[config.mk]
export PLATFORM = sky130hd
export DESIGN_NAME = inference_sequencer
export DESIGN_NICKNAME = d
export VERILOG_FILES = /design/src/rtl/tm_seq_pkg.sv /design/src/rtl/addr_sweep.sv /design/src/rtl/inference_sequencer.sv
export SDC_FILE = /design/constraint.sdc
export NUM_CORES = 1
export LEC_CHECK = 0
export ABC_CLOCK_PERIOD_IN_PS = 7340
export CAP_MARGIN = 20
export CORE_ASPECT_RATIO = 1.25
export CORE_MARGIN = 1.5
export CORE_UTILIZATION = 53
export CTS_BUF_LIST = sky130_fd_sc_hd__clkbuf_4 sky130_fd_sc_hd__clkbuf_8
export CTS_CLUSTER_DIAMETER = 100
export DETAILED_ROUTE_END_ITERATION = 7
export PLACE_DENSITY = 0.89
export SYNTH_ARGS = -nofsm -noshare
export SYNTH_HDL_FRONTEND = slang
export SYNTH_SLANG_ARGS = --single-unit
[constraint.sdc]
create_clock -name clk -period 7.34 [get_ports clk]
set_input_delay 1.468 -clock clk [delete_from_list [all_inputs] [get_ports clk]]
set_output_delay 1.468 -clock clk [all_outputs]
set_load 0.01 [all_outputs]
[src/rtl/tm_seq_pkg.sv]
// Shared types and field layout for the Tsetlin inference sequencer.
// The same layout is used for model_params, cfg_out and the sticky error vector.
package tm_seq_pkg;

    typedef enum logic [3:0] {
        S_IDLE,
        S_LOAD_CL,
        S_LOAD_WT,
        S_WAIT_IMG,
        S_RECV,
        S_ARM,
        S_COMPUTE,
        S_RESULT,
        S_DRAIN
    } state_t;

    localparam int CFG_W           = 19;
    localparam int CFG_PATCH_LSB   = 0;
    localparam int CFG_STRIDE_LSB  = 3;
    localparam int CFG_CLAUSES_LSB = 6;
    localparam int CFG_CLAUSES_W   = 9;
    localparam int CFG_CLASSES_LSB = 15;
    localparam int CFG_CLASSES_W   = 4;

    localparam int ERR_CFG   = 0;
    localparam int ERR_FRAME = 1;
    localparam int ERR_TMO   = 2;

    function automatic logic [CFG_CLAUSES_W-1:0] cfg_clauses(input logic [CFG_W-1:0] p);
        return p[CFG_CLAUSES_LSB +: CFG_CLAUSES_W];
    endfunction

    function automatic logic [CFG_CLASSES_W-1:0] cfg_classes(input logic [CFG_W-1:0] p);
        return p[CFG_CLASSES_LSB +: CFG_CLASSES_W];
    endfunction

endpackage

[src/rtl/addr_sweep.sv]
// Address counter for BRAM load sweeps: counts 0..limit-1 while enabled and
// wraps to 0 on the last address so the next range starts without a restart.
module addr_sweep #(
    parameter int W = 9
) (
    input  logic         clk,
    input  logic         rst,
    input  logic         clr,
    input  logic         en,
    input  logic [W-1:0] limit,
    output logic [W-1:0] addr,
    output logic         last
);

    logic [W-1:0] cnt_q, cnt_d;

    assign addr = cnt_q;
    assign last = (cnt_q == limit - W'(1));

    always_comb begin
        cnt_d = cnt_q;
        if (clr) begin
            cnt_d = '0;
        end else if (en) begin
            cnt_d = last ? '0 : cnt_q + W'(1);
        end
    end

    always_ff @(posedge clk) begin
        if (rst) begin
            cnt_q <= '0;
        end else begin
            cnt_q <= cnt_d;
        end
    end

endmodule

[src/rtl/inference_sequencer.sv]
// Top-level sequencer: loads clause/weight BRAM address ranges, receives
// 8-beat image frames, arms the core and returns one class result per image.
module inference_sequencer
    import tm_seq_pkg::*;
#(
    parameter int CLAUSE_MAX = 140,
    parameter int CLASS_MAX  = 10,
    parameter int WROWS      = 5,
    parameter int BEATS      = 8,
    parameter int TMO_W      = 20
) (
    input  logic              clk,
    input  logic              rst,
    input  logic              start,
    input  logic [CFG_W-1:0]  model_params,
    output logic [CFG_W-1:0]  cfg_out,
    input  logic              s_tvalid,
    output logic              s_tready,
    input  logic              s_tlast,
    input  logic [15:0]       s_tkeep,
    output logic              beat_we,
    output logic [2:0]        beat_idx,
    output logic [31:0]       clause_addr,
    output logic              clause_we,
    output logic [31:0]       weight_addr,
    output logic              weight_we,
    output logic              core_img_rst,
    input  logic              core_done,
    input  logic [3:0]        core_class,
    output logic              m_valid,
    input  logic              m_ready,
    output logic [3:0]        m_class,
    output logic              m_err,
    output logic              busy,
    output logic [2:0]        err,
    output logic [15:0]       img_count
);

    localparam logic [2:0] LAST_BEAT = 3'(BEATS - 1);

    state_t                     state_q, state_d;
    logic [CFG_W-1:0]           cfg_q, cfg_d;
    logic [2:0]                 err_q, err_d;
    logic [2:0]                 beat_cnt_q, beat_cnt_d;
    logic                       frame_bad_q, frame_bad_d;
    logic                       beat_we_q, beat_we_d;
    logic [2:0]                 beat_idx_q, beat_idx_d;
    logic [TMO_W-1:0]           tmo_q, tmo_d;
    logic [3:0]                 m_class_q, m_class_d;
    logic                       m_err_q, m_err_d;
    logic [15:0]                img_cnt_q, img_cnt_d;

    logic                       tready_c;
    logic [2:0]                 cur_idx;
    logic                       bad_now;
    logic                       keep_bad;
    logic                       cfg_invalid;

    logic [CFG_CLAUSES_W-1:0]   sweep_limit, sweep_addr;
    logic                       sweep_last, sweep_en;
    logic [6:0]                 wt_rows;

    // Weight row count is deliberately formed at 7 bits (max 15*5 fits).
    assign wt_rows     = 7'(cfg_classes(cfg_q)) * 7'(WROWS);
    assign sweep_limit = (state_q == S_LOAD_WT) ? {2'b00, wt_rows} : cfg_clauses(cfg_q);
    assign sweep_en    = (state_q == S_LOAD_CL) || (state_q == S_LOAD_WT);

    addr_sweep #(.W(CFG_CLAUSES_W)) u_sweep (
        .clk   (clk),
        .rst   (rst),
        .clr   (state_q == S_IDLE),
        .en    (sweep_en),
        .limit (sweep_limit),
        .addr  (sweep_addr),
        .last  (sweep_last)
    );

    assign keep_bad    = (s_tkeep != 16'hFFFF);
    assign cfg_invalid = (cfg_clauses(model_params) == '0)
                      || (cfg_clauses(model_params) > 9'(CLAUSE_MAX))
                      || (cfg_classes(model_params) == '0)
                      || (cfg_classes(model_params) > 4'(CLASS_MAX));

    always_comb begin
        state_d     = state_q;
        cfg_d       = cfg_q;
        err_d       = err_q;
        beat_cnt_d  = beat_cnt_q;
        frame_bad_d = frame_bad_q;
        beat_we_d   = 1'b0;
        beat_idx_d  = beat_idx_q;
        tmo_d       = tmo_q;
        m_class_d   = m_class_q;
        m_err_d     = m_err_q;
        img_cnt_d   = img_cnt_q;
        tready_c    = 1'b0;
        cur_idx     = (state_q == S_RECV) ? beat_cnt_q : 3'd0;
        bad_now     = keep_bad || ((state_q == S_RECV) && frame_bad_q);

        case (state_q)
            S_IDLE: begin
                if (start) begin
                    cfg_d = model_params;
                    err_d = '0;
                    if (cfg_invalid) err_d[ERR_CFG] = 1'b1;
                    else             state_d = S_LOAD_CL;
                end
            end
            S_LOAD_CL: if (sweep_last) state_d = S_LOAD_WT;
            S_LOAD_WT: if (sweep_last) state_d = S_WAIT_IMG;
            S_WAIT_IMG, S_RECV: begin
                tready_c = 1'b1;
                if (s_tvalid) begin
                    beat_we_d  = 1'b1;
                    beat_idx_d = cur_idx;
                    if (keep_bad) err_d[ERR_FRAME] = 1'b1;
                    // A frame is kept only if it ends on tlast at the last beat with clean keeps.
                    if (s_tlast) begin
                        if ((cur_idx == LAST_BEAT) && !bad_now) begin
                            state_d = S_ARM;
                        end else begin
                            err_d[ERR_FRAME] = 1'b1;
                            state_d          = S_WAIT_IMG;
                        end
                    end else if (cur_idx == LAST_BEAT) begin
                        err_d[ERR_FRAME] = 1'b1;
                        state_d          = S_DRAIN;
                    end else begin
                        state_d     = S_RECV;
                        beat_cnt_d  = cur_idx + 3'd1;
                        frame_bad_d = bad_now;
                    end
                end
            end
            S_DRAIN: begin
                tready_c = 1'b1;
                if (s_tvalid && s_tlast) state_d = S_WAIT_IMG;
            end
            S_ARM: begin
                tmo_d   = '0;
                state_d = S_COMPUTE;
            end
            S_COMPUTE: begin
                tmo_d = tmo_q + TMO_W'(1);
                if (core_done) begin
                    m_class_d = core_class;
                    m_err_d   = 1'b0;
                    state_d   = S_RESULT;
                end else if (tmo_d == '1) begin
                    err_d[ERR_TMO] = 1'b1;
                    m_class_d      = 4'hF;
                    m_err_d        = 1'b1;
                    state_d        = S_RESULT;
                end
            end
            S_RESULT: begin
                if (m_ready) begin
                    img_cnt_d = img_cnt_q + 16'd1;
                    state_d   = S_WAIT_IMG;
                end
            end
            default: state_d = S_IDLE;
        endcase
    end

    always_ff @(posedge clk) begin
        if (rst) begin
            state_q     <= S_IDLE;
            cfg_q       <= '0;
            err_q       <= '0;
            beat_cnt_q  <= '0;
            frame_bad_q <= 1'b0;
            beat_we_q   <= 1'b0;
            beat_idx_q  <= '0;
            tmo_q       <= '0;
            m_class_q   <= '0;
            m_err_q     <= 1'b0;
            img_cnt_q   <= '0;
        end else begin
            state_q     <= state_d;
            cfg_q       <= cfg_d;
            err_q       <= err_d;
            beat_cnt_q  <= beat_cnt_d;
            frame_bad_q <= frame_bad_d;
            beat_we_q   <= beat_we_d;
            beat_idx_q  <= beat_idx_d;
            tmo_q       <= tmo_d;
            m_class_q   <= m_class_d;
            m_err_q     <= m_err_d;
            img_cnt_q   <= img_cnt_d;
        end
    end

    assign cfg_out      = cfg_q;
    assign s_tready     = tready_c;
    assign beat_we      = beat_we_q;
    assign beat_idx     = beat_idx_q;
    assign clause_we    = (state_q == S_LOAD_CL);
    assign clause_addr  = clause_we ? 32'(sweep_addr) : 32'd0;
    assign weight_we    = (state_q == S_LOAD_WT);
    assign weight_addr  = weight_we ? 32'(sweep_addr) : 32'd0;
    assign core_img_rst = (state_q == S_ARM);
    assign m_valid      = (state_q == S_RESULT);
    assign m_class      = m_class_q;
    assign m_err        = m_err_q;
    assign busy         = (state_q != S_IDLE);
    assign err          = err_q;
    assign img_count    = img_cnt_q;

endmodule

**Yosys cells after proc, flatten, opt, wreduce, memory -nomap -nowiden**

Index checks and enable logic that the tools add are counted.
W data, S select, Z words.

- Add/subtract/negate cells: 5
- Multipliers: 1
- Divide/modulo/power cells: 0
- Order comparisons: 2
- Equality and inequality tests: 22
- Shift-type cells: 0
- Multiplexer cells: 35
- Bitwise operators: 3
- Reduce and logical (&&, ||, !) cells: 29

Operators with widths:

| kind | number |
|---|---|
| $mux W4 | 13 |
| $pmux W20 S2 | 1 |
| $mux W9 | 4 |
| $pmux W4 S8 | 1 |
| $add A20 B1 Y20 const B | 1 |
| $eq A20 B20 Y1 const B | 1 |
| $add A16 B1 Y16 const B | 1 |
| $eq A4 B3 Y1 const B | 4 |
| $ne A16 B16 Y1 const B | 1 |
| $ne A2 B2 Y1 const B | 6 |
| $mux W1 | 11 |
| $add A9 B1 Y9 const B | 1 |
| $eq A9 B9 Y1 | 1 |
| $gt A9 B8 Y1 const B | 1 |
| $logic_not A9 Y1 | 1 |
| $mux W3 | 3 |
| $sub A9 B1 Y9 const B | 1 |
| $eq A4 B2 Y1 const B | 2 |
| $logic_not A4 Y1 | 2 |
| $reduce_and A2 Y1 | 4 |
| $reduce_and A4 Y1 | 2 |
| $reduce_and A8 Y1 | 1 |
| $reduce_bool A2 Y1 | 4 |
| $mul A4 B3 Y7 const B | 1 |
| other kinds (16) | 29 |

- Bits in registers: 84
- Bits in latches: 0
- Memory bits (writable): 0
- Bits in read-only memories: 0
- Input bits: 46
- Memories: 0

**Depth between registers and ports, before layout**

- Depth in word-level cells: 9
- Mapped depth: 15
- Gate-level depth less buffers: 12

**By module**

A second synthesis with hierarchy kept.

- Cells, all modules: 667
- Area, all modules: 5,348.9 um2

Modules (own cells, without submodules):

| module | instances | cells an instance | area each (um2) |
|---|---|---|---|
| inference_sequencer | 1 | 574 | 4,565.6 |
| addr_sweep | 1 | 93 | 783.3 |

**Worst setup path after synthesis**

Ideal clock, no wire load.

- Path kind: register -> register
- From: register state_q[0]
- To: register state_q[0]
- Setup time: 0.072 ns
- Arrival time: 3.912 ns
- Required time: 7.268 ns
- Path slack: 3.356 ns
- Cell stages (with the launch flop): 15
- Path buffers: 2
- Path through: dfxtp_1 or4b_4 inv_2 buf_4 buf_2 mux2i_1 ha_1 or4b_1 a211o_1 and3_1 or4b_1 a311oi_2 a31o_2 and2_4 mux2i_1

- Cells in the longest elaborated chain, start to end: 6

Ends and longest elaborated chain:

| element | line | RTL |
|---|---|---|
| start, declared | inference_sequencer.sv:41 | `state_t state_q, state_d;` |
| start signal, assigned | inference_sequencer.sv:180 | `state_q <= state_d;` |
| $eq A4 B2 Y1 | inference_sequencer.sv:65, inference_sequencer.sv:100 |  |
| $mux W9 | inference_sequencer.sv:65 | `assign sweep_limit = (state_q == S_LOAD_WT) ? {2'b00, wt_rows} : cfg_clauses(cfg_q);` |
| $sub A9 B1 Y9 | addr_sweep.sv:18 | `assign last = (cnt_q == limit - W'(1));` |
| $eq A9 B9 Y1 | addr_sweep.sv:18 |  |
| $ne A2 B1 Y1 (no line) | -- |  |
| $reduce_and A8 Y1 (no line) | -- |  |

Parallel ways exist; a longest one is shown, timed or not.
A chain may end at the register's enable or synchronous reset.

**Worst setup path in the final report**

- From: register state_q[1]
- To: register state_q[0]

The elaborated chain is that of the path after synthesis.

==> results_dict.tcl <==
set metrics [dict create \
    synth_async_sr_flop_share_pct 0 \
    p_leak_nw 2.43 \
    maxSlewHeadroom_pct 38.9 \
    wirelength_mm 13.9 \
    cts_sinks 84 \
    powerDensity_nw_per_um2 222 \
    wl_per_cell_um 15.5 \
    post_dp_cell_area_um2 6260 \
    clk_pin_slew_worst_paths_ns 0.10 \
    irDropWorstVdd_v 0.000116 \
    grt_setup_unrepaired "no" \
    final_hold_viol_count 0 \
    first_pass_iters 5 \
    h-tree-depth 3 \
    post-place-ws_ns 2.74 \
    post_cts_buffers 0 \
    core_um2 9660 \
    fp.dieH_um 115 \
    cp-end-kind "flip-flop" \
    critPathLaunch "state_q[1]" \
    grt-ovfl-total 0 \
    worst_pin_slew_ns 0.910 \
    core.rowCount 40 \
    place_hpwl_mm 10.2 \
    worstPathRequired_ns 7.64 \
    fin_skew_ns 0.0162 \
    p_sw_share_pct 36.3 \
    fin_ws_ns 2.65 \
    r2r-start "state_q[1]" \
    grt_pass1_wl_mm 22.4 \
    nNetsFinal 824 \
    synthFlopType "dfxtp_1" \
    utilization_pct 67.1 \
    cts_resized 0 \
    drt_iter0_markers 306 \
    clk_latency_ns 0.37 \
    synth_edf_count 0 \
    p_switching_uw 522 \
    synth_seq_area_share_pct 31.8 \
    antenna_found_initial 0 \
    pwr-share-clk_pct 26.0 \
    stdcell_count 897 \
    fin_tns_setup_ns 0 \
    dieArea_um2 10600 \
    synth_warnings 0 \
    syn_avg_cell_area_um2 7.73 \
    synth_area_um2 5300 \
    postSynthCellCount 685 \
    cts_tree "done" \
    crit_arrival_ns 4.98 \
    synth.distinct_cells 71 \
    crit_type "reg2reg" \
    ant_nets 0 \
    grt.total_usage_pct 26.4 \
    comb_power_share_pct 36.2 \
    vias 5121 \
    n_antenna_cell 0 \
    initial_utilization_pct 54.8 \
    status "finished, final reports clean" \
    post_drt_via_cell_ratio 5.71 \
    dp_cells 881 \
    path_cells "or4b_4, inv_2, mux2i_1, ha_1, or4b_1, a211o_1, and3_1, or4b_1, a311oi_2, a31o_2, and2_4, mux2i_1" \
    drv_cap 0 \
    seq_power_share_pct 37.8 \
    drcViolationCount 0 \
    min_from "cfg_out[4]" \
    grt_pass1_vias 4870 \
    fmax_mhz 213 \
    cts_hold_buf 0 \
    finalSetupViolCount 0 \
    grt_max_degree 81 \
    p_int_uw 914 \
    cts_root_buffer "clkbuf_8" \
    ys_ff_latch 84 \
    fin_crit_sh_pct 63.8 \
    slowest_stage "or4b_4" \
    critPathMaxStageDelay_ns 0.65 \
    design_area_um2 6480 \
    cp-start-kind "flip-flop" \
    num-fill-cells 800 \
    numPortBuffers 116 \
    critPathMaxFanout 32 \
    cts-buffers-inserted 9 \
    gp_congestion 0.905 \
    maxSlewViolCount 0 \
    min_path_type "reg2reg" \
    ios 163 \
    drive_above_1_share_pct 4.41 \
    finalCriticalPeriod_ns 4.69 \
    fp.dieW_um 92.4 \
    synthToLayoutAreaGrowth_pct 22.4 \
    cts_buffer_depth 2 \
]
power by group through the flow:
stage                     combinational [mW]  clock [mW]  sequential (mW)
after floorplan                        0.372           0            0.537
after global placement                 0.502           0            0.551
after detailed placement               0.512           0            0.554
after CTS                              0.516       0.378            0.543
after global routing                   0.563       0.401            0.550
final                                  0.520       0.373            0.544
worst max-delay path, delay by kind of cell (launching register included):
family	cells	cell delay [ns]
muxes	2	0.45
DFF	1	0.62
adders and majority gates	1	0.27
buffers and inverters	1	0.41
and+or+nand+nor	5	1.98
AOI/OAI and AO/OA	3	0.86
cells in the mapped netlist, drive strengths merged (5+ instances only):
| cell type | number | area [µm²] |
|---|---|---|
| ha | 11 | 138 |
| nor3 | 29 | 145 |
| nand4 | 19 | 119 |
| xor2 | 25 | 219 |
| dfxtp | 84 | 1680 |
| buf | 54 | 385 |
| a311oi | 7 | 67.6 |
| nor4 | 7 | 43.8 |
| nor2 | 73 | 274 |
| nand2 | 75 | 282 |
| inv | 11 | 41.3 |
| and3 | 15 | 93.8 |
| nand2b | 8 | 50.1 |
| a21oi | 53 | 265 |
| o21ai | 20 | 100 |
| mux2i | 14 | 140 |
| and4 | 5 | 43.8 |
| nand3 | 11 | 55.1 |
| a31oi | 9 | 56.3 |
| clkbuf | 39 | 146 |
| xnor2 | 10 | 87.6 |
| and2 | 27 | 171 |
| or3 | 6 | 42.5 |
| a211oi | 8 | 70.1 |
through the flow:
stage                     power (mW)  hold WS, ns
final                           1.44        0.455
after global routing            1.51        0.482
after CTS                       1.44        0.460
after detailed placement        1.07        0.448
after global placement          1.05        0.442
after floorplan                0.909        0.450
flip-flops by register name, indices dropped and copies added (netlist names):
register / cells
err: 3
img_count: 16
tmo_q: 20
m_err: 1
beat_idx: 3
cfg_out: 19
u_sweep.addr: 9
frame_bad_q: 1
beat_we: 1
state_q: 4
beat_cnt_q: 3
m_class: 4
path summary, 6_finish.rpt:
kind                              endpoint  slack [ns]  depth (start not counted)
worst max-delay path            state_q[0]        2.65                         12
worst min-delay path            cfg_out[4]        0.46                          2
worst max register to register  state_q[0]        2.65                         12
worst min register to register  cfg_out[4]        0.46                          2
metal layers:
layer	wire length [µm]	GRT usage, %
met1	5430	28.6
met2	7140	47.7
met3	895	6.42
met4	483	13.0
met5	0	0
cell type report:
type | instances | area [µm²] | area share, %
clock buffer | 10 | 131 | 2.03
inverter | 11 | 41.3 | 0.637
multi-input combinational | 542 | 3210 | 49.5
sequential | 84 | 1680 | 25.9
tap | 126 | 158 | 2.43
timing repair buffer | 118 | 1170 | 18.1
clock inverter | 6 | 88.8 | 1.37
cell usage in the layout, fill, tap and decap left out, drive strengths merged, types with 3 or more instances in the layout:
master	instances
and2	27
and4	5
inv	11
clkbuf	10
mux2i	14
xnor2	10
a22oi	4
nand4	19
buf	3
dfxtp	84
and3	15
nor3b	4
or3	6
conb	46
a32oi	3
a21oi	53
a31oi	9
nor3	29
or4b	3
a211oi	8
nor4	7
nand2	75
nor2b	4
a311oi	7
clkdlybuf4s50	115
nand3	11
or2	3
o21ai	20
nor2	73
xor2	25
o211ai	4
nand2b	8
ha	11
nand3b	4
cell families after synthesis:
logic type | Yosys count | share of synthesized area (%)
multiplexers | 14 | 2.65
flip-flops | 84 | 31.8
XOR/XNOR | 36 | 6.24
buffers and inverters | 104 | 10.8
AO/OA/AOI/OAI | 135 | 16.9
other | 1 | 0.0708
AND/OR/NAND/NOR | 299 | 28.6
adder cells (fa/ha/maj) | 12 | 2.98
Note: power is estimated with default switching activity, not from simulation.
